===== src/rtl/gpio_bus_arb.sv =====
// Two-host round-robin arbiter in front of the gpio register port, with write-ack generation.
// Optional grant lock for atomic read-modify-write: define GPIO_ARB_LOCK_EN.
module gpio_bus_arb #(
    parameter int AddrWidth = 32,
    parameter int DataWidth = 32
) (
    input  logic                   clk_i,
    input  logic                   rst_i,
    input  logic [1:0]             host_req_i,
    input  logic [2*AddrWidth-1:0] host_addr_i,
    input  logic [1:0]             host_we_i,
    input  logic [7:0]             host_be_i,
    input  logic [2*DataWidth-1:0] host_wdata_i,
`ifdef GPIO_ARB_LOCK_EN
    input  logic [1:0]             host_lock_i,
`endif
    output logic [1:0]             host_gnt_o,
    output logic [1:0]             host_rvalid_o,
    output logic [DataWidth-1:0]   host_rdata_o,
    output logic                   device_req_o,
    output logic [AddrWidth-1:0]   device_addr_o,
    output logic                   device_we_o,
    output logic [3:0]             device_be_o,
    output logic [DataWidth-1:0]   device_wdata_o,
    input  logic                   device_rvalid_i,
    input  logic [DataWidth-1:0]   device_rdata_i
);

    logic prio_q, prio_d;
    logic rsp_pend_q, rsp_pend_d;
    logic rsp_host_q, rsp_host_d;
    logic rsp_we_q, rsp_we_d;
    logic [1:0] elig;
    logic gnt_idx;
    logic any_gnt;

`ifdef GPIO_ARB_LOCK_EN
    logic lock_q, lock_d;
    logic lock_host_q, lock_host_d;
    logic lock_hold;

    // A lock only survives the cycle while its owner keeps host_lock_i high.
    assign lock_hold = lock_q & host_lock_i[lock_host_q];
`endif

    always_comb begin
        elig = rst_i ? 2'b00 : host_req_i;
`ifdef GPIO_ARB_LOCK_EN
        if (lock_hold) begin
            if (lock_host_q) elig[0] = 1'b0;
            else             elig[1] = 1'b0;
        end
`endif
        host_gnt_o = 2'b00;
        gnt_idx    = 1'b0;
        case (elig)
            2'b01: begin
                host_gnt_o = 2'b01;
                gnt_idx    = 1'b0;
            end
            2'b10: begin
                host_gnt_o = 2'b10;
                gnt_idx    = 1'b1;
            end
            2'b11: begin
                host_gnt_o = prio_q ? 2'b10 : 2'b01;
                gnt_idx    = prio_q;
            end
            default: begin
                host_gnt_o = 2'b00;
                gnt_idx    = 1'b0;
            end
        endcase
    end

    assign any_gnt = |host_gnt_o;

    always_comb begin
        device_req_o   = any_gnt;
        device_addr_o  = '0;
        device_we_o    = 1'b0;
        device_be_o    = 4'h0;
        device_wdata_o = '0;
        if (any_gnt) begin
            device_addr_o  = gnt_idx ? host_addr_i[AddrWidth +: AddrWidth]
                                     : host_addr_i[0 +: AddrWidth];
            device_we_o    = gnt_idx ? host_we_i[1] : host_we_i[0];
            device_be_o    = gnt_idx ? host_be_i[7:4] : host_be_i[3:0];
            device_wdata_o = gnt_idx ? host_wdata_i[DataWidth +: DataWidth]
                                     : host_wdata_i[0 +: DataWidth];
        end
    end

    always_comb begin
        prio_d     = any_gnt ? ~gnt_idx : prio_q;
        rsp_pend_d = any_gnt;
        rsp_host_d = gnt_idx;
        rsp_we_d   = device_we_o;
    end

`ifdef GPIO_ARB_LOCK_EN
    always_comb begin
        lock_d      = lock_hold;
        lock_host_d = lock_host_q;
        if (any_gnt && host_lock_i[gnt_idx]) begin
            lock_d      = 1'b1;
            lock_host_d = gnt_idx;
        end
    end

    always_ff @(posedge clk_i or posedge rst_i) begin
        if (rst_i) begin
            lock_q      <= 1'b0;
            lock_host_q <= 1'b0;
        end else begin
            lock_q      <= lock_d;
            lock_host_q <= lock_host_d;
        end
    end
`endif

    always_ff @(posedge clk_i or posedge rst_i) begin
        if (rst_i) begin
            prio_q     <= 1'b0;
            rsp_pend_q <= 1'b0;
            rsp_host_q <= 1'b0;
            rsp_we_q   <= 1'b0;
        end else begin
            prio_q     <= prio_d;
            rsp_pend_q <= rsp_pend_d;
            rsp_host_q <= rsp_host_d;
            rsp_we_q   <= rsp_we_d;
        end
    end

    // The device never acks writes, so the write response is synthesised here.
    always_comb begin
        host_rvalid_o = 2'b00;
        host_rdata_o  = '0;
        if (rsp_pend_q) begin
            if (rsp_we_q) begin
                host_rvalid_o[rsp_host_q] = 1'b1;
            end else if (device_rvalid_i) begin
                host_rvalid_o[rsp_host_q] = 1'b1;
                host_rdata_o              = device_rdata_i;
            end
        end
    end

endmodule


===== config.mk =====
export PLATFORM = sky130hd
export DESIGN_NAME = gpio_bus_arb
export DESIGN_NICKNAME = d
export VERILOG_FILES = /design/src/rtl/gpio_bus_arb.sv
export SDC_FILE = /design/constraint.sdc
export NUM_CORES = 1
export LEC_CHECK = 0
export CAP_MARGIN = 20
export CORE_AREA = 5 5 105 107
export CTS_CLUSTER_DIAMETER = 80
export DETAILED_ROUTE_END_ITERATION = 12
export DIE_AREA = 0 0 110 112
export HOLD_SLACK_MARGIN = 0.15
export PLACE_DENSITY = 0.83
export SYNTH_ARGS = -nofsm -noshare
export SYNTH_HDL_FRONTEND = slang
export SYNTH_SLANG_ARGS = --single-unit

===== constraint.sdc =====
create_clock -name clk_i -period 1.38 [get_ports clk_i]
set_clock_uncertainty 0.15 [all_clocks]
set_input_delay 0.138 -clock clk_i [delete_from_list [all_inputs] [get_ports clk_i]]
set_output_delay 0.138 -clock clk_i [all_outputs]
set_load 0.005 [all_outputs]

==> results.ini, run 1 <==
[die]
die_w_um = 110
dieHeight_um = 112
initial_core_util_pct = 23.2
num_rows = 37
design.die.area_um2 = 12300
ios = 281
coreArea_um2 = 10000

[status]
status = finished with violations
failed_checks = setup timing

[pwr]
internal-power_uw = 1590
seq_power_share_pct = 5.6
ir_worst_vdd_uv = 299
p_total_uw = 2450
powerDensity_nw_per_um2 = 398
combPwrFrac_pct = 84.6
p_sw_uw = 859
switching_share_pct = 35.1
pwr-share-clk_pct = 9.8
leakagePower_uw = 0.00249

[drt]
via_count = 3599
wl_um = 14700
drc = 0
drt_iter0_markers = 147
wl_per_cell_um = 19.9
avgViaCountPerCell = 4.86
drt-pass1-iter-count = 4
ant_nets = 0

[cells_and_area]
fillers = 845
area_growth_pct = 164
diodes = 0
fin_area_um2 = 6150
fin_nets = 782
final_util_pct = 61.2
drive_above_1_share_pct = 44.0

[setup_path]
path_max_fanout = 6
crit_type = flop to output port
worstSetupEndpointType = output port
cp-start-kind = flop
crit_arrival_ns = 1.50
required_ns = 1.09

[clock_tree]
clk_latency_ns = 0.21
clkTransAtPathRegs_ns = 0.03
h-tree-depth = 1
cts_buffers = 3
clk_path_buf_depth = 2
cts_tree = yes
cts_root_buffer = clkbuf_8
numClockSinks = 4

[logic_synthesis]
synth_cell_types = 20
yosysTopAreaCell = nand2b_1
synth.top_cell.area_share_pct = 37.1
postSynthCellCount = 302
synth_seq_cells = 4
yosysWarnings = 0
synth_nets = 477
syn_area_um2 = 2330
synth_area_leaders = nand2b_1 37%, o32ai_2 20%, o32ai_1 15%
ys_seq_area_share_pct = 4.30
syn_area_per_cell_um2 = 7.71

[placement]
post-dp-hpwl_um = 9310
place.gp.congestion = 0.772
place_area_um2 = 5280
port_buffers = 280

[grt]
grt_max_degree = 54
track_usage_pct = 18.2
grt_pass1_wl_um = 18200
grt_pass1_vias = 3641
grt_overflow = 0
antenna_found_initial = 0

[sta]
hold_ws_ns = 0.258
period_share_pct = 129
max_slew_margin_pct = 80.8
rsz0062_at_grt = true
tightest_slew_ns = 0.288
setup_viol = 104
layout_min_cycle_time_ns = 1.79
timing.fmax_mhz = 560
finalSetupTns_ns = -33.07
slew_viol_final = 0
hold_viol_final = 0
setup_ws_ns = -0.405

[flow_run]
cap_viol_max_count = 0

[min_path]
holdCritPathClass = input port to flop

## power by group through the flow
| stage | sequential (µW) | clock, µW | combinational [µW] |
|---|---|---|---|
| final | 138 | 240 | 2070 |
| after detailed placement | 137 | 0 | 1630 |
| after global placement | 137 | 0 | 1600 |
| after CTS | 137 | 239 | 1720 |
| after floorplan | 135 | 0 | 636 |
| after global routing | 139 | 253 | 2190 |
## repair_timing
| item | 4_1_cts | 5_1_grt |
|---|---|---|
| buffers inserted | 24 | 9 |
| setup endpoints to repair | 107 | 107 |
| pin swaps | 37 | 23 |
| cloned | 7 | 9 |
| gates resized for setup | 440 | 138 |
| hold endpoints to repair | 4 | 0 |
| hold buffers | 1 | 0 |
## flip-flops by register name (all words and copies together), names as in the netlist
name        count
prio_q          1
rsp_pend_q      1
rsp_host_q      1
rsp_we_q        1
## synth_stat cells (all sizes together)
master and instances:
nand2b 138, a21oi 1, a21bo 1, or2b 1
nor3 2, o21ai 1, dfrtp 4, nor2 4
mux2i 1, o32ai 69, and2 32, and3b 1
buf 22, clkbuf 20, inv 3, nor2b 2
## placed cells by master (no fill, tap or decap), types with 2 or more instances in the layout
master,instances
clkdlybuf4s50_1,170
nand2b_1,138
buf_2,72
buf_6,61
o32ai_2,43
and2_4,31
o32ai_4,15
buf_12,12
o32ai_1,11
buf_4,9
clkbuf_16,6
nor2_1,4
clkbuf_8,3
dlygate4sd2_1,3
dfrtp_1,3
inv_1,2
buf_16,2
buf_8,2
clkbuf_2,2
## worst max-delay path, cell delays in order, from the launching register on
cell and delay, ns:
dfrtp_1 0.36, and3b_2 0.36, buf_6 0.14, buf_6 0.10
buf_6 0.09, and2_4 0.14, buf_6 0.09
## area by class of cell
cell class	count	area (µm²)	share of cell area (%)
Timing Repair Buffer	342	3360	54.7
Inverter	3	11.3	0.183
Sequential cell	4	101	1.65
Clock buffer	3	41.3	0.672
Tap cell	136	170	2.77
Multi-Input combinational cell	253	2460	40.0
## final timing paths
kind	start	to	slack [ns]	cells after the start
setup / recovery	rsp_we_q	host_rdata_o[22]	-0.41	6
hold / removal	host_req_i[0]	rsp_pend_q	0.26	3
setup reg to reg	prio_q	rsp_host_q	-0.15	6
hold reg to reg	prio_q	prio_q	0.50	2
max in group asynchronous	rst_i	prio_q	0.39	4
min in group asynchronous	rst_i	rsp_we_q	0.53	4
## layer usage
| metal | GRT usage, % | part of all wire [%] | vias up |
|---|---|---|---|
| li1 | - | - | 1693 |
| met4 | 5.65 | 2.9 | 0 |
| met2 | 36.4 | 56 | 177 |
| met3 | 5.22 | 9.3 | 26 |
| met1 | 17.0 | 32 | 1703 |
| met5 | 0 | 0 | - |
## per-stage QoR
stage | std cells | setup slack, ns
2_1_floorplan | 302 | 0.0493
3_3_place_gp | 694 | -0.818
3_5_place_dp | 694 | -0.869
4_1_cts | 729 | -0.433
5_1_grt | 741 | -0.442
6_report | 741 | -0.405
## logic make-up (layout without fill, tap and decap cells)
family / count (synthesis) / count (layout) / synth area share [%]
mux: 1 / 1 / 0.430
compound gates: 72 / 72 / 35.8
simple gates: 180 / 180 / 48.0
flops: 4 / 4 / 4.30
buf+inv: 45 / 348 / 11.5
No activity file was read; power rests on OpenSTA's default activity.
==> inputs of run 2 (changes only) <==
Settings changed: ABC_AREA from default to 1, CORE_AREA 5 5 105 107 to 5 5 107 109, DIE_AREA 0 0 110 112 to 0 0 112 114, PLACE_DENSITY 0.83 to 0.78.
==> results.ini, run 2 <==
[sta]
finalSetupTns_ns = -29.70  ; +3.37 ns
slew_viol_final = 0  ; unchanged
rsz0062_at_grt = true
hold_ws_ns = 0.200  ; -0.0576 ns
max_slew_margin_pct = 85.2  ; +4.4 points
layout_min_cycle_time_ns = 1.81  ; +0.0281 ns
hold_viol_final = 0  ; unchanged
tightest_slew_ns = 0.221  ; -0.0668 ns
setup_ws_ns = -0.433  ; -0.0281 ns
timing.fmax_mhz = 552  ; -1.5%
setup_viol = 104  ; unchanged
period_share_pct = 131  ; +2.0 points

[cells_and_area]
final_util_pct = 59.8  ; -1.4 points
fin_nets = 953  ; +22%
fillers = 968  ; +15%
layout_common_cells = 171 x clkdlybuf4s50_1, 103 x inv_1, 69 x nor2_1
drive_above_1_share_pct = 30.9  ; -13 points
area_growth_pct = 201
final_common_cell = clkdlybuf4s50_1
diodes = 0  ; unchanged

[pwr]
seq_power_share_pct = 5.6  ; about the same
leakagePower_uw = 0.00313  ; +26%
switching_share_pct = 38.2  ; +3.1 points
ir_worst_vdd_uv = 233  ; -22%
combPwrFrac_pct = 84.0  ; -0.6 points
p_sw_uw = 933  ; +8.6%
internal-power_uw = 1510  ; -5.0%
powerDensity_nw_per_um2 = 389  ; -2.4%
pwr-share-clk_pct = 10.4  ; +0.6 points
p_total_uw = 2440  ; -0.22%

[clock_tree]
clk_path_buf_depth = 2  ; unchanged
h-tree-depth = 1  ; unchanged
numClockSinks = 4  ; unchanged
clk_latency_ns = 0.22  ; about the same
cts_tree = yes
cts_root_buffer = clkbuf_8
clkTransAtPathRegs_ns = 0.04  ; about the same
cts_buffers = 3  ; unchanged

[setup_path]
crit_arrival_ns = 1.53  ; +0.03 ns
cp-start-kind = flop
required_ns = 1.09  ; about the same
crit_type = flop to output port
path_max_fanout = 19  ; +13
worstSetupEndpointType = output port

[die]
num_rows = 38  ; +2.7%
die_w_um = 112  ; +1.8%
design.die.area_um2 = 12800  ; +3.6%
initial_core_util_pct = 19.8  ; -3.4 points
ios = 281  ; unchanged
coreArea_um2 = 10500  ; +4.6%
dieHeight_um = 114  ; +1.8%

[grt]
grt_pass1_vias = 3812  ; +4.7%
track_usage_pct = 20.2  ; +2.0 points
grt_pass1_wl_um = 20800  ; +14%
antenna_found_initial = 0  ; unchanged
grt_overflow = 0  ; unchanged
grt_max_degree = 53  ; -1.9%

[logic_synthesis]
synth_cell_types = 15  ; -25%
syn_area_per_cell_um2 = 4.43  ; -43%
synthFlopType = dfrtp_1
synth_area_leaders = inv_1 19%, nor2_1 19%, a21oi_1 17%
synth_seq_cells = 4  ; unchanged
ys_top_cells_by_count = 107 x inv_1, 104 x nor2_1, 70 x nand2_1
synth.top_cell.area_share_pct = 19.3  ; -18 points
syn_area_um2 = 2080  ; -11%
yosysWarnings = 0  ; unchanged
postSynthCellCount = 471  ; +56%
synth.most_common_cell = inv_1
synth_edf_count = 0  ; unchanged
ys_seq_area_share_pct = 4.80  ; +0.51 points
yosysTopAreaCell = inv_1
async_flop_share_pct = 100  ; unchanged
synth_nets = 646  ; +35%

[placement]
place.gp.congestion = 0.839  ; +8.6%
post-place-ws_ns = -0.899  ; -0.0301 ns
post-dp-hpwl_um = 9030  ; -3.0%
port_buffers = 280  ; unchanged

[drt]
drt_iter0_markers = 269  ; +83%
via_count = 4091  ; +14%
drc = 0  ; unchanged
ant_nets = 0  ; unchanged
drt-pass1-iter-count = 4  ; unchanged
wl_um = 14800  ; +0.73%
avgViaCountPerCell = 4.47  ; -8.0%
wl_per_cell_um = 16.2  ; -19%

[min_path]
holdCritPathClass = input port to flop

[status]
failed_checks = setup timing
status = finished with violations

[flow_run]
cap_viol_max_count = 0  ; unchanged

## run 2: changes by cell type after synthesis, sizes merged, moves of 2 or more
cell    change
nand2      +70
buf        +10
o32ai      -69
nand3      +69
o21ai       +2
nor2      +101
nor2b       -2
nand2b    -138
nor3        -2
inv       +104
clkbuf     -12
a21oi      +69
and2       -30
## run 2: critical path, stage by stage (launching register included)
cell and delay (ns):
dfrtp_1 0.39, inv_4 0.12, nand2_4 0.12, clkbuf_16 0.21
a21oi_1 0.15, nor2_1 0.05, dlygate4sd2_1 0.26
## run 2: layout make-up
| cell class | count | area (µm²) | share of cell area, % |
|---|---|---|---|
| repair buffers | 341 | 3670 | 58.4 |
| multi-input cells | 321 | 1890 | 30.1 |
| inverters | 107 | 407 | 6.47 |
| well taps | 140 | 175 | 2.79 |
| flip-flops and latches | 4 | 100 | 1.59 |
| clock buffers | 3 | 41.3 | 0.657 |
## run 2: timing repair
item | in CTS | in global routing
setup endpoints to repair | 107 | 107
hold buffers | 1 | 0
buffers inserted | 21 | 3
pin swaps | 8 | 8
hold endpoints to repair | 4 | 0
gates resized for setup | 358 | 175
cloned | 18 | 4
## run 2: worst paths after layout
| kind | from | endpoint | slack (ns) | cells past startpoint |
|---|---|---|---|---|
| worst max-delay path | prio_q | device_addr_o[14] | -0.43 | 6 |
| worst min-delay path | host_req_i[1] | prio_q | 0.20 | 5 |
| worst max register to register | prio_q | rsp_we_q | -0.15 | 7 |
| worst min register to register | prio_q | prio_q | 0.50 | 2 |
| max in group asynchronous | rst_i | rsp_host_q | 0.47 | 4 |
| min in group asynchronous | rst_i | prio_q | 0.42 | 4 |
## run 2: cells by family after synthesis
group	count (synthesis)	share of synthesized area, %
simple gates	247	49.2
buf+inv	147	28.3
compound gates	73	17.7
flops	4	4.80
## run 2: per-stage QoR
step                      std cells  instance area [µm²]
after floorplan                 471                 2080
after global placement          866                 5090
after detailed placement        866                 5090
after CTS                       909                 5810
after global routing            916                 6280
final                           916                 6280
## run 2: metal layers
layer	global-route usage, %	share of wire (%)	up-vias
met3	4.62	8.6	20
met2	35.7	50	206
met1	25.4	40	1815
li1	-	-	2050
met5	0	0	-
met4	3.93	1.8	0
## run 2: power groups by stage
stage | Combinational, µW | Sequential (µW) | Clock, µW
after global routing | 2210 | 137 | 278
after global placement | 1540 | 133 | 0
after floorplan | 555 | 131 | 0
after detailed placement | 1550 | 133 | 0
final | 2050 | 136 | 254
after CTS | 1820 | 134 | 262
==> inputs of run 3 (changes only) <==
Clock period 1.38 ns to 2.2 ns, I/O delays scaled along.
==> results.ini, run 3 (synthesized netlist as in run 2, its figures left out) <==
[sta]
period_share_pct = 97.5
tightest_slew_ns = 0.248  ; +0.0266 ns
setup_viol = 0  ; -100%
layout_min_cycle_time_ns = 2.14
slew_viol_final = 0  ; unchanged
max_slew_margin_pct = 83.5  ; -1.7 points
rsz0062_at_grt = true
finalSetupTns_ns = 0  ; +29.70 ns
hold_viol_final = 0  ; unchanged
timing.fmax_mhz = 466

[min_path]
holdCritPathClass = flop to flop
hold_end = prio_q
hold-path-cell-count = 2  ; -3
hold_path_startpoint = prio_q

[drt]
drt-pass1-iter-count = 4  ; unchanged
drt_iter0_markers = 203  ; -25%
wl_per_cell_um = 14.5  ; -11%
via_count = 3804  ; -7.0%
wl_um = 13000  ; -13%
avgViaCountPerCell = 4.25  ; -4.9%
ant_nets = 0  ; unchanged
drc = 0  ; unchanged

[grt]
grt_pass1_wl_um = 18700  ; -10%
grt_max_degree = 60  ; +13%
antenna_found_initial = 0  ; unchanged
met2_usage_pct = 31.7  ; -4.0 points
track_usage_pct = 17.8  ; -2.4 points
met3_usage_pct = 4.88  ; +0.27 points
grt_util_met1_pct = 21.9  ; -3.5 points
grt_pass1_vias = 3562  ; -6.6%
grt_overflow = 0  ; unchanged
top_usage_layer = met2

[cells_and_area]
stdcell_count = 896  ; -2.2%
diodes = 0  ; unchanged
final_common_cell = clkdlybuf4s50_1
fin_area_um2 = 5530  ; -12%
fin_nets = 933  ; -2.1%
ff_latch_area_um2 = 100  ; unchanged
fillers = 1070  ; +11%
layout_common_cells = 207 x clkdlybuf4s50_1, 106 x inv_1, 104 x nor2_1
drive_above_1_share_pct = 9.92  ; -21 points
multi_input_area_um2 = 1420  ; -25%
area_growth_pct = 165

[clock_tree]
cts_buffers = 3  ; unchanged
clkTransAtPathRegs_ns = 0.03  ; about the same
cts_root_buffer = clkbuf_8
clk_path_buf_depth = 2  ; unchanged
h-tree-depth = 1  ; unchanged
numClockSinks = 4  ; unchanged
clk_latency_ns = 0.21  ; about the same
cts_tree = yes

[setup_path]
r2r_slack_ns = 0.80  ; +0.95 ns
cp-start-kind = input port
reg2reg_depth = 7  ; unchanged
r2r_end = rsp_we_q
required_ns = 1.83  ; +0.74 ns
path_max_fanout = 12  ; -7
crit_arrival_ns = 1.77  ; +0.24 ns
worstSetupEndpointType = output port
crit_type = input port to output port
rr_startpoint = prio_q

[placement]
post-dp-hpwl_um = 9050  ; +0.14%
place.gp.congestion = 0.851  ; +1.4%
port_buffers = 280  ; unchanged
placed_cells = 865  ; -0.12%
place_area_um2 = 5090  ; -0.15%

[die]
coreArea_um2 = 10500  ; unchanged
design.die.area_um2 = 12800  ; unchanged
die_w_um = 112  ; unchanged
initial_core_util_pct = 19.8  ; unchanged
dieHeight_um = 114  ; unchanged
num_rows = 38  ; unchanged
ios = 281  ; unchanged

[status]
status = completed

[flow_run]
cap_viol_max_count = 0  ; unchanged

[pwr]
leakagePower_uw = 0.00285  ; -8.8%
p_total_uw = 1280  ; -48%
ir_worst_vdd_uv = 167  ; -28%
powerDensity_nw_per_um2 = 231  ; -40%

run 3: cell count changes in the layout (fill, tap and decap cells not counted), sizes merged:
cell,before,now
dlymetal6s2s,0,1
nand2,71,70
dlygate4sd2,17,34
clkdlybuf4s50,171,207
buf,131,33
clkbuf,9,33
bufbuf,2,3
run 3: critical path: stages:
cell and delay [ns]:
clkdlybuf4s50_1 0.47, inv_2 0.07, nor2_4 0.17, buf_12 0.15
buf_4 0.12, clkbuf_16 0.15, nand3_1 0.07, nand2_1 0.07
nor2_1 0.03, dlygate4sd2_1 0.26
run 3: worst max path at each step:
stage,from,to,slack [ns],cells past startpoint
after global routing,host_req_i[1],device_addr_o[16],-0.02,10
after CTS,host_req_i[1],device_addr_o[0],0.002,11
after detailed placement,host_req_i[0],device_addr_o[8],-0.27,7
after global placement,host_req_i[0],device_addr_o[8],-0.23,7
final,host_req_i[1],device_addr_o[16],0.06,10
after floorplan,prio_q,device_addr_o[10],0.79,7
run 3: report_power, final:
part           internal (µW)  switching (µW)  total [µW]  leakage (µW)
sequential              80.0            2.78        82.8     0.0000508
combinational            631             414        1040       0.00278
clock                    116            35.1         152     0.0000216
run 3: final cells by class:
| class | count | area share, % |
|---|---|---|
| Multi-Input combinational cell | 320 | 25.8 |
| Sequential cell | 4 | 1.81 |
| Tap cell | 140 | 3.17 |
| Inverter | 107 | 7.27 |
| Clock buffer | 3 | 0.747 |
| Timing Repair Buffer | 322 | 61.2 |
run 3: metal layers:
layer | up-vias | wire length [µm]
li1 | 1988 | -
met1 | 1630 | 5500
met2 | 174 | 6190
met3 | 12 | 1140
met4 | 0 | 141
met5 | - | 0
run 3: metrics by stage:
stage | hold WS [ns] | worst slack (ns) | utilization [%]
2_1_floorplan | -0.164 | 0.791 | -
3_3_place_gp | 0.414 | -0.231 | 48.4
5_1_grt | 0.494 | -0.0187 | 52.6
4_1_cts | 0.459 | 0.00154 | 51.6
3_5_place_dp | 0.451 | -0.266 | 48.4
6_report | 0.449 | 0.0552 | 52.6
run 3: what timing repair did:
action	in CTS	in global routing
hold buffers	1	0
setup endpoints to repair	70	34
gates cloned	7	5
buffers inserted	11	4
hold endpoints to repair	4	0
resized for setup	85	70
pin swaps	2	9
